## src/rtl/saph_pixel_writer.sv

```systemverilog
// Framebuffer write stage: clips rasterized pixels, packs the ARGB tint into the
// configured pixel format and issues one aligned, byte-masked 32-bit write per pixel.

package saph_types;

  typedef struct packed {
    logic [4:0] pos;
    logic [2:0] width;  // channel width minus one
  } chan_t;

  typedef struct packed {
    logic [1:0] cat;
    logic [4:0] size;   // bits per pixel minus one
    chan_t      a;
    chan_t      r;
    chan_t      g;
    chan_t      b;
  } pixfmt;

  typedef struct packed {
    logic signed [15:0] x;
    logic signed [15:0] y;
    logic        [15:0] z;
    logic        [15:0] u;
    logic        [15:0] v;
    logic        [31:0] col;  // {a, r, g, b}
  } pixel;

endpackage

module saph_pixel_writer
  import saph_types::*;
#(
  parameter int ADDR_W     = 32,
  parameter int CLIP_CNT_W = 16
) (
  input  logic                  clk,
  input  logic                  rst,
  input  logic                  in_valid,
  output logic                  in_ready,
  input  pixel                  in_pix,
  input  pixfmt                 cfg_fmt,
  input  logic [ADDR_W-1:0]     cfg_base,
  input  logic [15:0]           cfg_stride,
  input  logic [15:0]           cfg_width,
  input  logic [15:0]           cfg_height,
  output logic                  mem_valid,
  input  logic                  mem_ready,
  output logic [ADDR_W-1:0]     mem_addr,
  output logic [31:0]           mem_wdata,
  output logic [3:0]            mem_wstrb,
  output logic                  busy,
  output logic [31:0]           cnt_written,
  output logic [CLIP_CNT_W-1:0] cnt_clipped
);

  // log2 of bytes per pixel: 0 -> 1 byte, 1 -> 2 bytes, 2 -> 4 bytes
  function automatic logic [1:0] bpp_lg(input logic [4:0] size);
    if (size < 5'd8)       return 2'd0;
    else if (size < 5'd16) return 2'd1;
    else                   return 2'd2;
  endfunction

  // Top (width+1) bits of the 8-bit channel, placed at the channel's bit position.
  function automatic logic [31:0] chan_bits(input chan_t ch, input logic [7:0] c);
    return 32'(c >> (3'd7 - ch.width)) << ch.pos;
  endfunction

  function automatic logic [31:0] pack_col(input pixfmt f, input logic [31:0] col,
                                           input logic [1:0] lg);
    logic [31:0] p;
    p = chan_bits(f.a, col[31:24]) | chan_bits(f.r, col[23:16])
      | chan_bits(f.g, col[15:8])  | chan_bits(f.b, col[7:0]);
    case (lg)
      2'd0:    p &= 32'h0000_00FF;
      2'd1:    p &= 32'h0000_FFFF;
      default: ;
    endcase
    return p;
  endfunction

  logic        s1_valid, s1_drop;
  logic [1:0]  s1_lg;
  logic [31:0] s1_off, s1_data;
  logic        s2_valid, s2_drop;
  logic        s1_adv, s2_adv;

  logic [1:0]  in_lg;
  logic        in_clip;
  logic [31:0] in_off, in_data;

  always_comb begin
    in_lg   = bpp_lg(cfg_fmt.size);
    // Negative coordinates are caught by the sign bit, so the range checks can be unsigned.
    in_clip = in_pix.x[15] | in_pix.y[15]
            | ($unsigned(in_pix.x) >= cfg_width) | ($unsigned(in_pix.y) >= cfg_height);
    in_off  = ({16'b0, $unsigned(in_pix.y)} * {16'b0, cfg_stride})
            + ({16'b0, $unsigned(in_pix.x)} << in_lg);
    in_data = pack_col(cfg_fmt, in_pix.col, in_lg);
  end

  logic [ADDR_W-1:0] s1_addr;
  logic [1:0]        s1_lane;
  logic              s1_misaligned;
  logic [3:0]        s1_strb;
  logic [31:0]       s1_wdata;

  always_comb begin
    // NOTE: defaults come first so every path assigns every output and no latch is inferred.
    s1_strb       = 4'b1111;
    s1_misaligned = 1'b0;
    s1_addr       = cfg_base + ADDR_W'(s1_off);
    s1_lane       = s1_addr[1:0];
    case (s1_lg)
      2'd0:    s1_strb = 4'b0001;
      2'd1: begin
        s1_strb       = 4'b0011;
        s1_misaligned = s1_lane[0];
      end
      default: s1_misaligned = (s1_lane != 2'd0);
    endcase
    s1_strb  = s1_strb << s1_lane;
    s1_wdata = s1_data << {s1_lane, 3'b000};
  end

  // Dropped pixels never stall: they leave S2 on the cycle after they arrive.
  assign s2_adv    = !s2_valid || mem_ready || s2_drop;
  assign s1_adv    = !s1_valid || s2_adv;
  assign in_ready  = s1_adv;
  assign mem_valid = s2_valid && !s2_drop;
  assign busy      = s1_valid || s2_valid;

  always_ff @(posedge clk or posedge rst) begin
    if (rst) begin
      // NOTE: datapath registers are reset as well because they drive module outputs directly.
      s1_valid    <= 1'b0;
      s1_drop     <= 1'b0;
      s1_lg       <= 2'd0;
      s1_off      <= '0;
      s1_data     <= '0;
      s2_valid    <= 1'b0;
      s2_drop     <= 1'b0;
      mem_addr    <= '0;
      mem_wdata   <= '0;
      mem_wstrb   <= '0;
      cnt_written <= '0;
      cnt_clipped <= '0;
    end else begin
      // NOTE: non-blocking assignments so every register samples pre-edge values.
      if (s1_adv) begin
        s1_valid <= in_valid;
        if (in_valid) begin
          s1_drop <= in_clip;
          s1_lg   <= in_lg;
          s1_off  <= in_off;
          s1_data <= in_data;
        end
      end
      if (s2_adv) begin
        s2_valid <= s1_valid;
        if (s1_valid) begin
          s2_drop   <= s1_drop || s1_misaligned;
          mem_addr  <= {s1_addr[ADDR_W-1:2], 2'b00};
          mem_wdata <= s1_wdata;
          mem_wstrb <= s1_strb;
        end
      end
      if (mem_valid && mem_ready)
        cnt_written <= cnt_written + 32'd1;
      if (s2_valid && s2_drop && (cnt_clipped != '1))
        cnt_clipped <= cnt_clipped + CLIP_CNT_W'(1);
    end
  end

  // Depth, texture coordinates and format category are carried on the bus but not used here.
  logic unused_fields;
  assign unused_fields = ^{in_pix.z, in_pix.u, in_pix.v, cfg_fmt.cat};

endmodule

```

## config.mk

```make
export PLATFORM = sky130hd
export DESIGN_NAME = saph_pixel_writer
export DESIGN_NICKNAME = d
export VERILOG_FILES = /design/src/rtl/saph_pixel_writer.sv
export SDC_FILE = /design/constraint.sdc
export NUM_CORES = 1
export LEC_CHECK = 0
export ABC_AREA = 1
export BUFFER_PORTS_ARGS = -buffer_cell sky130_fd_sc_hd__buf_2
export CELL_PAD_IN_SITES_DETAIL_PLACEMENT = 1
export CELL_PAD_IN_SITES_GLOBAL_PLACEMENT = 1
export CORE_MARGIN = 2
export CORE_UTILIZATION = 43
export CTS_CLUSTER_SIZE = 14
export DETAILED_ROUTE_END_ITERATION = 10
export PLACE_DENSITY_LB_ADDON = 0.05
export SLEW_MARGIN = 0
export SYNTH_ARGS = -nofsm -noshare
export SYNTH_HDL_FRONTEND = slang
export SYNTH_SLANG_ARGS = --single-unit
```

## constraint.sdc

```tcl
create_clock -name clk -period 7.31 [get_ports clk]
set_input_delay 1.0965 -clock clk [delete_from_list [all_inputs] [get_ports clk]]
set_output_delay 1.0965 -clock clk [all_outputs]
set_load 0.02 [all_outputs]
```

# After elaboration in Yosys (flattened, before gate mapping)
# Index checks and enable logic that the tools add are counted.
[word_totals] regBits=184 in_bits=235 out_inout_bits=119 word_cells=67
[op_classes] add_sub_neg=8 multipliers=1 magnitude_cmp=4 eq_ne=3 shift=11 muxes=5 bitwise_logic=6 n_reduce_logical=17
[op_table] op="$shl A32 B5 Y32" n=5
[op_table] op="$shr A8 B3 Y32" n=4
[op_table] op="$or A32 B32 Y32" n=3
[op_table] op="$add A32 B32 Y32" n=2
[op_table] op="$pmux W32 S2" n=1
[op_table] op="$add A32 B1 Y32 const B" n=1
[op_table] op="$ge A16 B16 Y1" n=2
[op_table] op="$mul A16 B16 Y32" n=1
[op_table] op="$shl A16 B2 Y32" n=1
[op_table] op="$add A16 B1 Y16 const B" n=1
[op_table] op="$ne A16 B16 Y1 const B" n=1
[op_table] op="$sub A3 B3 Y3 const A" n=4
[op_table] op="$pmux W4 S2" n=1
[op_table] op="$logic_or A1 B1 Y1" n=5
[op_table] op="$lt A5 B4 Y1 const B" n=1
[op_table] op="$lt A5 B5 Y1 const B" n=1
[op_table] op="$eq A2 B1 Y1 const B" n=2
[op_table] op="$logic_and A1 B1 Y1" n=4
[op_table] op="$logic_not A2 Y1" n=2
[op_table] op="$mux W2" n=2
[op_table] op="$reduce_and A2 Y1" n=2
[op_table] op="$shl A4 B2 Y4" n=1
[op_table] op="$logic_not A1 Y1" n=3
[op_table] op="$or A1 B1 Y1" n=3
[op_table] op="other kinds (2)" n=2

# Longest topological paths before layout
# Gate-level depths: netlist (run 1).
[logic_depth] word_depth=7 depth_mapped=28 ltp_nobuf=26

# Worst setup path after synthesis (run 1)
# OpenSTA, ideal clock, no wires.
[synth_path] kind="input to register" startpoint="in cfg_stride[1]" endpoint="reg s1_off[23]" setup_ns=0.118 t_arrival_ns=6.164 t_required_ns=7.192 slack_ns=1.028 path_stages=24 n_path_buf=2 cell_sequence="clkbuf_1 > clkbuf_1 > nand2_1 > fa_1 > fa_1 > inv_1 > fa_1 > fa_1 > fa_1 > inv_1 > fa_1 > inv_1 > ha_1 > inv_1 > o21ai_0 > a31oi_1 > nand3_1 > inv_1 > o21ai_1 > nand2_1 > nand2_1 > or2_2 > nand3_1 > nand2_1"
[synth_via] elab_chain_len=2
[synth_lines] item="start: declaration" line_no="44" rtl="input logic [15:0] cfg_stride,"
[synth_lines] item="$mul A16 B16 Y32" line_no="97" rtl="in_off = ({16'b0, $unsigned(in_pix.y)} * {16'b0, cfg_stride})"
[synth_lines] item="$add A32 B32 Y32" line_no="98" rtl="+ ({16'b0, $unsigned(in_pix.x)} << in_lg);"
[synth_lines] item="end signal: assignment" line_no="155" rtl="s1_off <= in_off;"
[synth_lines] item="end: declaration" line_no="84" rtl="logic [31:0] s1_off, s1_data;"
# No other way between the ends.
# A chain may end at the register's enable or synchronous reset.

# Worst setup path after layout (run 1)
[layout_path] startpoint="in in_pix[91] (netlist bit)" endpoint="reg s1_off[23]"
[layout_via] elab_chain_len=2
[layout_lines] item="start: declaration" line_no="41" rtl="input pixel in_pix,"
[layout_lines] item="$mul A16 B16 Y32" line_no="97"
[layout_lines] item="$add A32 B32 Y32" line_no="98"
# No other way between the ends.

==> results of run 1 <==
==> worst max-delay path: cells and delay by family <==
| family | cells | cell delay [ns] |
|---|---|---|
| fa+ha+maj | 7 | 3.44 |
| simple gates | 7 | 0.87 |
| buf+inv | 6 | 0.77 |
| compound gates | 3 | 0.52 |
==> metrics by stage <==
stage	util [%]	hold slack [ns]	total power, uW	cells	instance area [um^2]
floorplan	-	0.446	7740	3518	24200
global placement	47.1	0.458	10100	4414	26000
detailed placement	47.1	0.468	10400	4414	26000
CTS	48.1	0.479	11400	4446	26600
global route	48.2	0.497	12700	4448	26600
finish	48.2	0.475	11400	4450	26600
==> power by group through the flow <==
stage	sequential, uW	clock, uW	combinational [uW]
after floorplan	1740	0	5990
after global placement	1560	0	8550
after detailed placement	1580	0	8820
after CTS	1560	943	8880
after global routing	1600	982	10100
final	1560	924	8930
==> state kept, by name, summed over array words and instances, names as in the netlist <==
name	count
cnt_written	32
s1_drop	1
s1_off	32
s1_data	32
cnt_clipped	16
s2_valid	1
mem_addr	30
mem_wstrb	4
s2_drop	1
s1_valid	1
mem_wdata	32
s1_lg	2
==> final timing paths <==
path,from,endpoint,slack (ns),depth (start not counted)
setup / recovery,in_pix[91],s1_off[23],0.96,23
hold / removal,cnt_written[31],cnt_written[31],0.47,1
setup reg to reg,s2_drop,mem_wdata[1],4.27,8
hold reg to reg,cnt_written[31],cnt_written[31],0.47,1
max in group asynchronous,rst,mem_addr[24],5.18,3
min in group asynchronous,rst,cnt_clipped[1],0.73,2
==> cells by family after synthesis <==
group | synth area share, %
compound gates | 9.36
simple gates | 30.2
xor+xnor | 2.39
fa+ha+maj | 26.6
buf+inv | 12.3
flops | 19.0
other cells | 0.0155
==> metal layers <==
metal / share of wire [%] / global-route usage [%]
met3: 5.4 / 4.15
met1: 46 / 40.9
met4: 3.0 / 9.52
met5: 0.068 / 0
met2: 45 / 48.4
==> area by class of cell <==
| type | instances | area, um^2 | share of cell area (%) |
|---|---|---|---|
| flip-flops and latches | 184 | 4600 | 17.3 |
| multi-input cells | 2557 | 16600 | 62.3 |
| repair buffers | 308 | 1570 | 5.88 |
| clock inverters | 13 | 149 | 0.559 |
| inverters | 617 | 2320 | 8.73 |
| well taps | 748 | 936 | 3.51 |
| clock buffers | 19 | 443 | 1.66 |
| diodes | 4 | 10.0 | 0.0376 |
==> cells in the mapped netlist (12+ instances only) <==
master                     instances  area share [%]
sky130_fd_sc_hd__o21ai_0         155             3.2
sky130_fd_sc_hd__nand2_1         997              15
sky130_fd_sc_hd__nor3_1           23            0.48
sky130_fd_sc_hd__buf_2            20            0.41
sky130_fd_sc_hd__clkbuf_1        121             1.9
sky130_fd_sc_hd__ha_1            172             8.9
sky130_fd_sc_hd__xor2_1           38             1.4
sky130_fd_sc_hd__xnor2_1          28             1.0
sky130_fd_sc_hd__nand3_1         356             7.4
sky130_fd_sc_hd__fa_1            214              18
sky130_fd_sc_hd__clkinv_1         12            0.19
sky130_fd_sc_hd__inv_1           594             9.2
sky130_fd_sc_hd__o22ai_1          14            0.36
sky130_fd_sc_hd__nand4_1          78             2.0
sky130_fd_sc_hd__a31oi_1          50             1.3
sky130_fd_sc_hd__nor2_1          192             3.0
sky130_fd_sc_hd__dfrtp_1         184              19
sky130_fd_sc_hd__o21ai_1          19            0.39
sky130_fd_sc_hd__a21oi_1         111             2.3
==> results.txt, run 1 <==
----------------------------------------------------
[Clock network]
  Number of sinks driven by the clock tree ... 184
  Post_cts resized ... 0
  Clock-pin slew on the worst setup and hold paths ... approximately 0.08 ns
  Clock latency on the worst-skew pair ... 0.46 ns
  Clock buffer count from CTS ... 17
  Max Root-Sink Buffers ... 2
  Post-CTS setup repair buffer count ... 0
  H-tree depth ... 4
  Number of hold-repair buffers added at the cts stage ... 0
  Clock tree root driver cell ... sky130_fd_sc_hd__clkbuf_16
  CTS tree ... done

[Route]
  Antenna Violating Nets Remaining ... 0
  Total Routed Length ... between 80 and 90 mm
  Router iterations before antenna repair ... 5
  Wirelength per Cell ... 19.2 um
  DRC ... 0
  Vias per cell ... 5.39
  Via count of the routed design ... 23967
  DRC violation total after the first TritonRoute iteration ... 1247

[Power]
  Clk network pwr share ... 8.1%
  Switching part of the total power ... 57.1%
  Worst VDD drop ... 0.508 mV
  Logic pwr share ... between 70% and 80%
  Internal Dissipation ... 4900 uW
  Leakage dissipation ... 0.0149 uW
  Part of the power in registers ... 13.7%
  Areal power density over the cells ... 428 nW/um^2
  Net Switching ... between 6000 and 7000 uW

[Critical path]
  Worst Setup Start Kind ... input port
  Data required time at the worst endpoint ... roughly 7.7 ns
  Slowest cell on the critical path ... sky130_fd_sc_hd__fa_1
  Kind of capture point of the worst setup path ... flop
  Highest cell delay on the worst timing path ... 0.55 ns
  Type of the worst setup path ... in2reg
  Crit-path max FO ... 17
  Series of cell instances along the critical path ... buf_2, nand2_1, fa_1, fa_1, inv_1, fa_1, fa_1, fa_1, inv_1, fa_1, inv_1, ha_1, inv_1, o21ai_0, a31oi_1, nand3_1, inv_1, o21ai_1, nand2_1, nand2_1, or2_2, nand3_1, nand2_1
  Most prevalent standard cell on the critical path ... sky130_fd_sc_hd__fa_1
  Critical Path AT ... about 6.7 ns

[STA]
  Maximum achievable frequency ... 0.157 GHz
  Slack of the critical path ... 0.959 ns
  Hold violation total from the final report ... 0
  Final critical-path required period ... 6.35 ns
  Max Slew Vio Count ... 0
  Number of setup violations in the final report ... 0
  Max Clock Skew ... about 0.015 ns
  Slew of the pin with the lowest slew margin ... 0.995 ns
  Sum Neg Setup Slack ... 0 ns
  Share of the clock period used by the worst path ... 86.9%
  Setup repair after global routing missed its margin ... no
  Headroom to the max-slew limit ... 33.7%

[Place]
  Final Wtd Congestion ... 0.984
  Worst setup timing slack at the placement stage ... 0.538 ns
  Input/output buffers ... 298
  Final HPWL DP ... 70.4 mm

[Yosys]
  Post-Synthesis Cell Area ... approximately 24000 um^2
  Warning count from the yosys run ... 0
  Average instance area after synthesis ... 6.88 um^2
  Most used DFF post-synth ... sky130_fd_sc_hd__dfrtp_1
  Number of flip-flops and latches in the synthesized netlist ... 184
  Async set-reset flop share out of synthesis ... 100%
  Post-synth EDFFs ... 0
  Sequential area share after synthesis ... a little under a fifth
  Count of mapped cells out of synthesis ... around 3500
  Synth unique cells ... between 60 and 70

[Min path]
  Worst min-delay path class ... reg2reg

[Global route]
  Sum of overflow across all layers after global routing ... 0
  Via count of the first global-routing pass ... 25043
  Global-route wire length before repair ... 135 mm
  Total routing resource utilization after global routing ... 29.8%
  Largest net degree at the start of global routing ... around 120
  Number of antenna violations at the first check in global routing ... 7

[Floorplanning]
  Starting density of the core ... between 40 and 50%
  Number of cell rows ... 86
  Width of the die ... 241 um
  Floorplan core area ... 55300 um^2
  Die H ... between 200 and 250 um
  Boundary pin count ... approximately 350
  Floorplan die area ... 58200 um^2

[Finish]
  Leading cell types in the layout, fill and taps excluded ... sky130_fd_sc_hd__nand2_1, sky130_fd_sc_hd__inv_1, sky130_fd_sc_hd__nand3_1
  Leading cell type in the layout, fill and taps excluded ... sky130_fd_sc_hd__nand2_1
  Area Overhead vs Synth ... 10.1%
  Layout net count ... 4306
  Fill cell total of the finished layout ... 7394
  Share of cells above drive strength 1 ... 10.7%

[Run]
  MaxCap Viol Count ... 0

[Outcome]
  Run status ... finished clean

----------------------------------------------------
Note: power is estimated with default switching activity, not from simulation.
==> inputs of run 2 (changes only) <==
--- a/config.mk
+++ b/config.mk
@@ -9,6 +9,7 @@
 export BUFFER_PORTS_ARGS = -buffer_cell sky130_fd_sc_hd__buf_2
 export CELL_PAD_IN_SITES_DETAIL_PLACEMENT = 1
 export CELL_PAD_IN_SITES_GLOBAL_PLACEMENT = 1
+export CORE_ASPECT_RATIO = 1.25
 export CORE_MARGIN = 2
 export CORE_UTILIZATION = 43
 export CTS_CLUSTER_SIZE = 14
==> run 2 against run 1 <==
  * Sequential power hardly changed
  * Critical path depth is 2 higher
  * Sequential share of layout area barely moved
  * Worst hold slack better by 0.0077 ns
  * Combinational power down 2%
==> results.txt, run 2 (same netlist as run 1, synthesis figures left out) <==
----------------------------------------------------
[STA]
  Slew of the pin with the lowest slew margin ... 1.05 ns (was 0.995 ns)
  Max Clock Skew ... 0.0187 ns (was 0.0154 ns)
  Headroom to the max-slew limit ... 29.8% (was 33.7%)
  Final critical-path required period ... 6.25 ns (was 6.35 ns)
  Number of setup violations in the final report ... 0 (unchanged)
  Max Slew Vio Count ... 0 (unchanged)
  Maximum achievable frequency ... 0.160 GHz (was 0.157 GHz)
  Setup repair after global routing missed its margin ... no (unchanged)
  Hold violation total from the final report ... 0 (unchanged)
  Sum Neg Setup Slack ... 0 ns (unchanged)
  Share of the clock period used by the worst path ... 85.6% (was 86.9%)
  Hold Slack ... 0.483 ns (was 0.475 ns)

[Global route]
  Sum of overflow across all layers after global routing ... 0 (unchanged)
  Via count of the first global-routing pass ... 25517 (was 25043)
  Number of antenna violations at the first check in global routing ... 3 (was 7)
  Total routing resource utilization after global routing ... 29.1% (was 29.8%)
  Largest net degree at the start of global routing ... 105 (was 118)
  Global-route wire length before repair ... 136 mm (was 135 mm)

[Clock network]
  Post_cts resized ... 0 (unchanged)
  Clock-pin slew on the worst setup and hold paths ... 0.08 ns (about the same)
  Clock latency on the worst-skew pair ... 0.46 ns (about the same)
  Clock buffer count from CTS ... 17 (unchanged)
  Number of hold-repair buffers added at the cts stage ... 0 (unchanged)
  Post-CTS setup repair buffer count ... 0 (unchanged)
  Number of sinks driven by the clock tree ... 184 (unchanged)
  Max Root-Sink Buffers ... 2 (unchanged)
  H-tree depth ... 4 (unchanged)
  Clock tree root driver cell ... sky130_fd_sc_hd__clkbuf_16 (unchanged)
  CTS tree ... done (unchanged)

[Route]
  Vias per cell ... 5.41 (was 5.39)
  Total Routed Length ... 84.3 mm (was 85.5 mm)
  Met3 wire len ... 3.00 mm (was 4.63 mm)
  Uppermost metal layer occupied by signal nets ... met5 (unchanged)
  Wirelength per Cell ... 19.0 um (was 19.2 um)
  Antenna Violating Nets Remaining ... 0 (unchanged)
  Router iterations before antenna repair ... 5 (unchanged)
  DRC violation total after the first TritonRoute iteration ... 1352 (was 1247)
  Wire length on met2 ... 41.4 mm (was 38.7 mm)
  Via count of the routed design ... 24037 (was 23967)
  DRC ... 0 (unchanged)
  Sum of routed wire segments on met1 ... 38.0 mm (was 39.6 mm)

[Critical path]
  Worst Setup Start Kind ... input port (unchanged)
  CP Launch Point ... in_pix[93] (was in_pix[91])
  Capture point of the worst reg-to-reg path ... mem_wdata[21] (was mem_wdata[1])
  Most prevalent standard cell on the critical path ... sky130_fd_sc_hd__inv_1 (was sky130_fd_sc_hd__fa_1)
  Minimum setup slack among reg-to-reg paths ... 4.24 ns (was 4.27 ns)
  Highest cell delay on the worst timing path ... 0.55 ns (about the same)
  Register-to-Register Path Depth ... 6 (was 8)
  Critical Path AT ... 6.60 ns (was 6.70 ns)
  Data required time at the worst endpoint ... 7.66 ns (about the same)
  Type of the worst setup path ... in2reg (unchanged)
  Slowest cell on the critical path ... sky130_fd_sc_hd__fa_1 (unchanged)
  Crit-path max FO ... 17 (unchanged)
  CP Capture Point ... s1_off[23] (unchanged)
  Startpoint of the worst-slack reg-to-reg timing path ... s1_off[0] (was s2_drop)
  Kind of capture point of the worst setup path ... flop (unchanged)

[Power]
  Worst VDD drop ... 0.519 mV (was 0.508 mV)
  Overall power after layout ... 11300 uW (was 11400 uW)
  Areal power density over the cells ... 425 nW/um^2 (was 428 nW/um^2)
  Leakage dissipation ... 0.0149 uW (about the same)

[Floorplanning]
  Boundary pin count ... 354 (unchanged)
  Width of the die ... 216 um (was 241 um)
  Number of cell rows ... 97 (was 86)
  Floorplan die area ... 58200 um^2 (about the same)
  Die H ... 269 um (was 241 um)
  Floorplan core area ... 55800 um^2 (was 55300 um^2)
  Starting density of the core ... 43.3% (was 43.7%)

[Place]
  Cell total after placement ... 4407 (was 4414)
  Input/output buffers ... 298 (unchanged)
  Final HPWL DP ... 69.5 mm (was 70.4 mm)
  Final Wtd Congestion ... 0.947 (was 0.984)

[Finish]
  Final non-filler cell total ... 4441 (was 4450)
  Layout net count ... 4305 (was 4306)
  Area Overhead vs Synth ... 10.2% (was 10.1%)
  Leading cell types in the layout, fill and taps excluded ... sky130_fd_sc_hd__nand2_1, sky130_fd_sc_hd__inv_1, sky130_fd_sc_hd__nand3_1 (unchanged)
  Leading cell type in the layout, fill and taps excluded ... sky130_fd_sc_hd__nand2_1 (unchanged)
  Share of cells above drive strength 1 ... 10.7% (about the same)

[Outcome]
  Run status ... finished clean (unchanged)

[Min path]
  Worst min-delay path class ... reg2reg (unchanged)

[Run]
  MaxCap Viol Count ... 0 (unchanged)

----------------------------------------------------
run 2: final cells by class:
type	instances	area, um^2
Fill cell	7418	29200
Multi-Input combinational cell	2557	16600
Sequential cell	184	4600
Inverter	617	2320
Timing Repair Buffer	307	1560
Tap cell	742	928
Clock buffer	17	425
Clock inverter	15	209
Antenna cell	2	5.00
run 2: stage by stage:
stage                     area, um^2  worst slack, ns  util [%]
final                          26700             1.06      47.8
after global routing           26700            0.717      47.8
after CTS                      26700             1.10      47.7
after detailed placement       26000            0.621      46.6
after global placement         26000            0.680      46.6
after floorplan                24200             1.03         -
run 2: where the power goes:
group | total, uW | switching [uW] | leakage (uW) | internal [uW]
clock network | 983 | 505 | 0.000304 | 478
registers | 1560 | 218 | 0.00229 | 1340
logic | 8770 | 5730 | 0.0123 | 3050
total | 11300 | 6450 | 0.0149 | 4870
run 2: worst min-delay path by stage:
stage                                  to  cells past startpoint  slack (ns)             from
after floorplan                 s1_off[0]                      2        0.45        s1_off[0]
final                        mem_addr[20]                      2        0.48     mem_addr[20]
after detailed placement     mem_addr[20]                      2        0.47     mem_addr[20]
after CTS                    mem_wdata[3]                      2        0.49     mem_wdata[3]
after global routing      cnt_written[31]                      1        0.50  cnt_written[31]
after global placement    cnt_written[31]                      1        0.46  cnt_written[31]
run 2: worst max-delay path: cells and delay by family:
family	cells	cell delay, ns
compound gates	3	0.45
fa+ha+maj	7	3.41
buf+inv	8	0.78
simple gates	7	0.83
run 2: metal layers:
| layer | track usage (%) | vias to the layer above |
|---|---|---|
| met2 | 51.1 | 566 |
| met4 | 7.70 | 2 |
| li1 | - | 11458 |
| met3 | 1.49 | 113 |
| met1 | 38.9 | 11898 |
| met5 | 0 | - |
==> inputs of run 3 (changes only) <==
--- a/config.mk
+++ b/config.mk
@@ -10,7 +10,7 @@
 export CELL_PAD_IN_SITES_DETAIL_PLACEMENT = 1
 export CELL_PAD_IN_SITES_GLOBAL_PLACEMENT = 1
 export CORE_ASPECT_RATIO = 1.25
-export CORE_MARGIN = 2
+export CORE_MARGIN = 3
 export CORE_UTILIZATION = 43
 export CTS_CLUSTER_SIZE = 14
 export DETAILED_ROUTE_END_ITERATION = 10
==> run 3 against run 2 <==
  * Sequential power about the same
  * Via count about the same
  * Non-clock buffer count unchanged
  * Final area decreased by 0.38%
  * Largest cell class unchanged
  * Combinational power increased by 0.8%
  * Highest routed layer unchanged
  * Sequential share of layout area increased by 0.066 points
  * Count of clock-buffer cells in the layout increased by 1
  * Critical path depth decreased by 4
==> results.txt, run 3 (same netlist as run 1, synthesis figures left out) <==
----------------------------------------------------
[Finish]
  Layout net count ... 4305 (unchanged)
  Number of antenna cells inserted ... 0 (was 2)
  Leading cell type in the layout, fill and taps excluded ... sky130_fd_sc_hd__nand2_1 (unchanged)
  Leading cell types in the layout, fill and taps excluded ... sky130_fd_sc_hd__nand2_1, sky130_fd_sc_hd__inv_1, sky130_fd_sc_hd__nand3_1 (unchanged)
  Final non-filler cell total ... 4431 (was 4441)
  Area Overhead vs Synth ... 9.82% (was 10.2%)
  Share of cells above drive strength 1 ... 10.7% (about the same)

[Clock network]
  Clock latency on the worst-skew pair ... 0.46 ns (about the same)
  Max Root-Sink Buffers ... 2 (unchanged)
  Clock buffer count from CTS ... 17 (unchanged)
  Clock-pin slew on the worst setup and hold paths ... 0.07 ns (was 0.08 ns)
  Post_cts resized ... 0 (unchanged)
  H-tree depth ... 4 (unchanged)
  Number of sinks driven by the clock tree ... 184 (unchanged)
  Clock tree root driver cell ... sky130_fd_sc_hd__clkbuf_16 (unchanged)
  CTS tree ... done (unchanged)
  Post-CTS setup repair buffer count ... 0 (unchanged)
  Number of hold-repair buffers added at the cts stage ... 0 (unchanged)

[STA]
  Share of the clock period used by the worst path ... 85.4% (was 85.6%)
  Number of setup violations in the final report ... 0 (unchanged)
  Sum Neg Setup Slack ... 0 ns (unchanged)
  Slew of the pin with the lowest slew margin ... 1.00 ns (was 1.05 ns)
  Hold Slack ... 0.465 ns (was 0.483 ns)
  Setup repair after global routing missed its margin ... no (unchanged)
  Max Slew Vio Count ... 0 (unchanged)
  Final critical-path required period ... 6.24 ns (was 6.25 ns)
  Headroom to the max-slew limit ... 32.9% (was 29.8%)
  Hold violation total from the final report ... 0 (unchanged)
  Maximum achievable frequency ... 0.160 GHz (about the same)
  Max Clock Skew ... 0.0155 ns (was 0.0187 ns)

[Critical path]
  Crit-path max FO ... 17 (unchanged)
  Type of the worst setup path ... in2reg (unchanged)
  Kind of capture point of the worst setup path ... flop (unchanged)
  Critical Path AT ... 6.58 ns (was 6.60 ns)
  Minimum setup slack among reg-to-reg paths ... 4.32 ns (was 4.24 ns)
  Worst Setup Start Kind ... input port (unchanged)
  Data required time at the worst endpoint ... 7.65 ns (was 7.66 ns)

[Floorplanning]
  Floorplan die area ... 59100 um^2 (was 58200 um^2)
  Width of the die ... 218 um (was 216 um)
  Number of cell rows ... 96 (was 97)
  Die H ... 271 um (was 269 um)
  Floorplan core area ... 55300 um^2 (was 55800 um^2)
  Starting density of the core ... 43.8% (was 43.3%)
  Boundary pin count ... 354 (unchanged)

[Route]
  Via count of the routed design ... 24025 (was 24037)
  Antenna Violating Nets Remaining ... 0 (unchanged)
  Router iterations before antenna repair ... 5 (unchanged)
  DRC violation total after the first TritonRoute iteration ... 1496 (was 1352)
  Wirelength per Cell ... 19.4 um (was 19.0 um)
  Total Routed Length ... 86.0 mm (was 84.3 mm)
  DRC ... 0 (unchanged)
  Vias per cell ... 5.42 (was 5.41)

[Place]
  Input/output buffers ... 298 (unchanged)
  Final HPWL DP ... 70.7 mm (was 69.5 mm)
  Final Wtd Congestion ... 0.934 (was 0.947)
  Cell total after placement ... 4400 (was 4407)

[Global route]
  Sum of overflow across all layers after global routing ... 0 (unchanged)
  Total routing resource utilization after global routing ... 29.2% (was 29.1%)
  Number of antenna violations at the first check in global routing ... 3 (unchanged)
  Largest net degree at the start of global routing ... 122 (was 105)
  Global-route wire length before repair ... 138 mm (was 136 mm)
  Via count of the first global-routing pass ... 25441 (was 25517)

[Power]
  Overall power after layout ... 11300 uW (about the same)
  Areal power density over the cells ... 425 nW/um^2 (about the same)
  Worst VDD drop ... 0.542 mV (was 0.519 mV)
  Leakage dissipation ... 0.0149 uW (about the same)

[Min path]
  Worst min-delay path class ... reg2reg (unchanged)

[Outcome]
  Run status ... finished clean (unchanged)

[Run]
  MaxCap Viol Count ... 0 (unchanged)

----------------------------------------------------
-- run 3: changes by cell type in the layout (fill, tap and decap cells not counted), sizes merged --
cell	before	now
clkinvlp	0	1
diode	2	0
inv	613	609
clkinv	19	20
clkbuf	17	18
-- run 3: metrics by stage --
stage / area [um^2] / setup WS (ns) / utilization [%]
6_report: 26600 / 1.07 / 48.1
3_3_place_gp: 26000 / 0.705 / 47.1
4_1_cts: 26600 / 1.10 / 48.1
5_1_grt: 26600 / 0.668 / 48.1
2_1_floorplan: 24200 / 1.03 / -
3_5_place_dp: 26000 / 0.619 / 47.1
-- run 3: worst paths after layout --
path | startpoint | end | cells past startpoint
max reg2reg | s1_off[0] | mem_wdata[20] | 6
max in group asynchronous | rst | s1_data[21] | 3
max | in_pix[94] | s1_off[23] | 21
min | cnt_written[31] | cnt_written[31] | 1
min reg2reg | cnt_written[31] | cnt_written[31] | 1
min in group asynchronous | rst | cnt_written[11] | 2
-- run 3: power by group --
part,internal [uW],switching (uW),total [uW]
Sequential,1350,220,1570
Combinational,3070,5760,8840
Clock,444,436,880
Total,4860,6420,11300
-- run 3: per-layer routing --
layer	track usage, %	routed length [um]	vias up
li1	-	-	11441
met4	7.28	1920	6
met5	0	32	-
met2	51.4	42400	567
met1	38.9	38100	11893
met3	2.28	3480	118
-- run 3: layout make-up --
cell class              count  area [um^2]
clock buffers              18          429
clock inverters            13          118
fillers                  7357        28700
inverters                 617         2320
multi-input cells        2557        16600
flip-flops and latches    184         4600
well taps                 735          920
repair buffers            307         1560
-- run 3: worst max-delay path, cell delays in order --
cell and delay [ns]:
sky130_fd_sc_hd__buf_2 0.37, sky130_fd_sc_hd__nand2_1 0.15, sky130_fd_sc_hd__fa_1 0.55, sky130_fd_sc_hd__inv_1 0.05
sky130_fd_sc_hd__fa_1 0.47, sky130_fd_sc_hd__fa_1 0.53, sky130_fd_sc_hd__inv_1 0.06, sky130_fd_sc_hd__fa_1 0.56
sky130_fd_sc_hd__fa_1 0.44, sky130_fd_sc_hd__fa_1 0.55, sky130_fd_sc_hd__inv_1 0.06, sky130_fd_sc_hd__ha_1 0.36
sky130_fd_sc_hd__a21oi_1 0.30, sky130_fd_sc_hd__inv_1 0.07, sky130_fd_sc_hd__a31oi_1 0.28, sky130_fd_sc_hd__o21ai_1 0.15
sky130_fd_sc_hd__nand2_1 0.08, sky130_fd_sc_hd__nand2_1 0.06, sky130_fd_sc_hd__or2_2 0.26, sky130_fd_sc_hd__nand3_1 0.07
sky130_fd_sc_hd__nand2_1 0.06
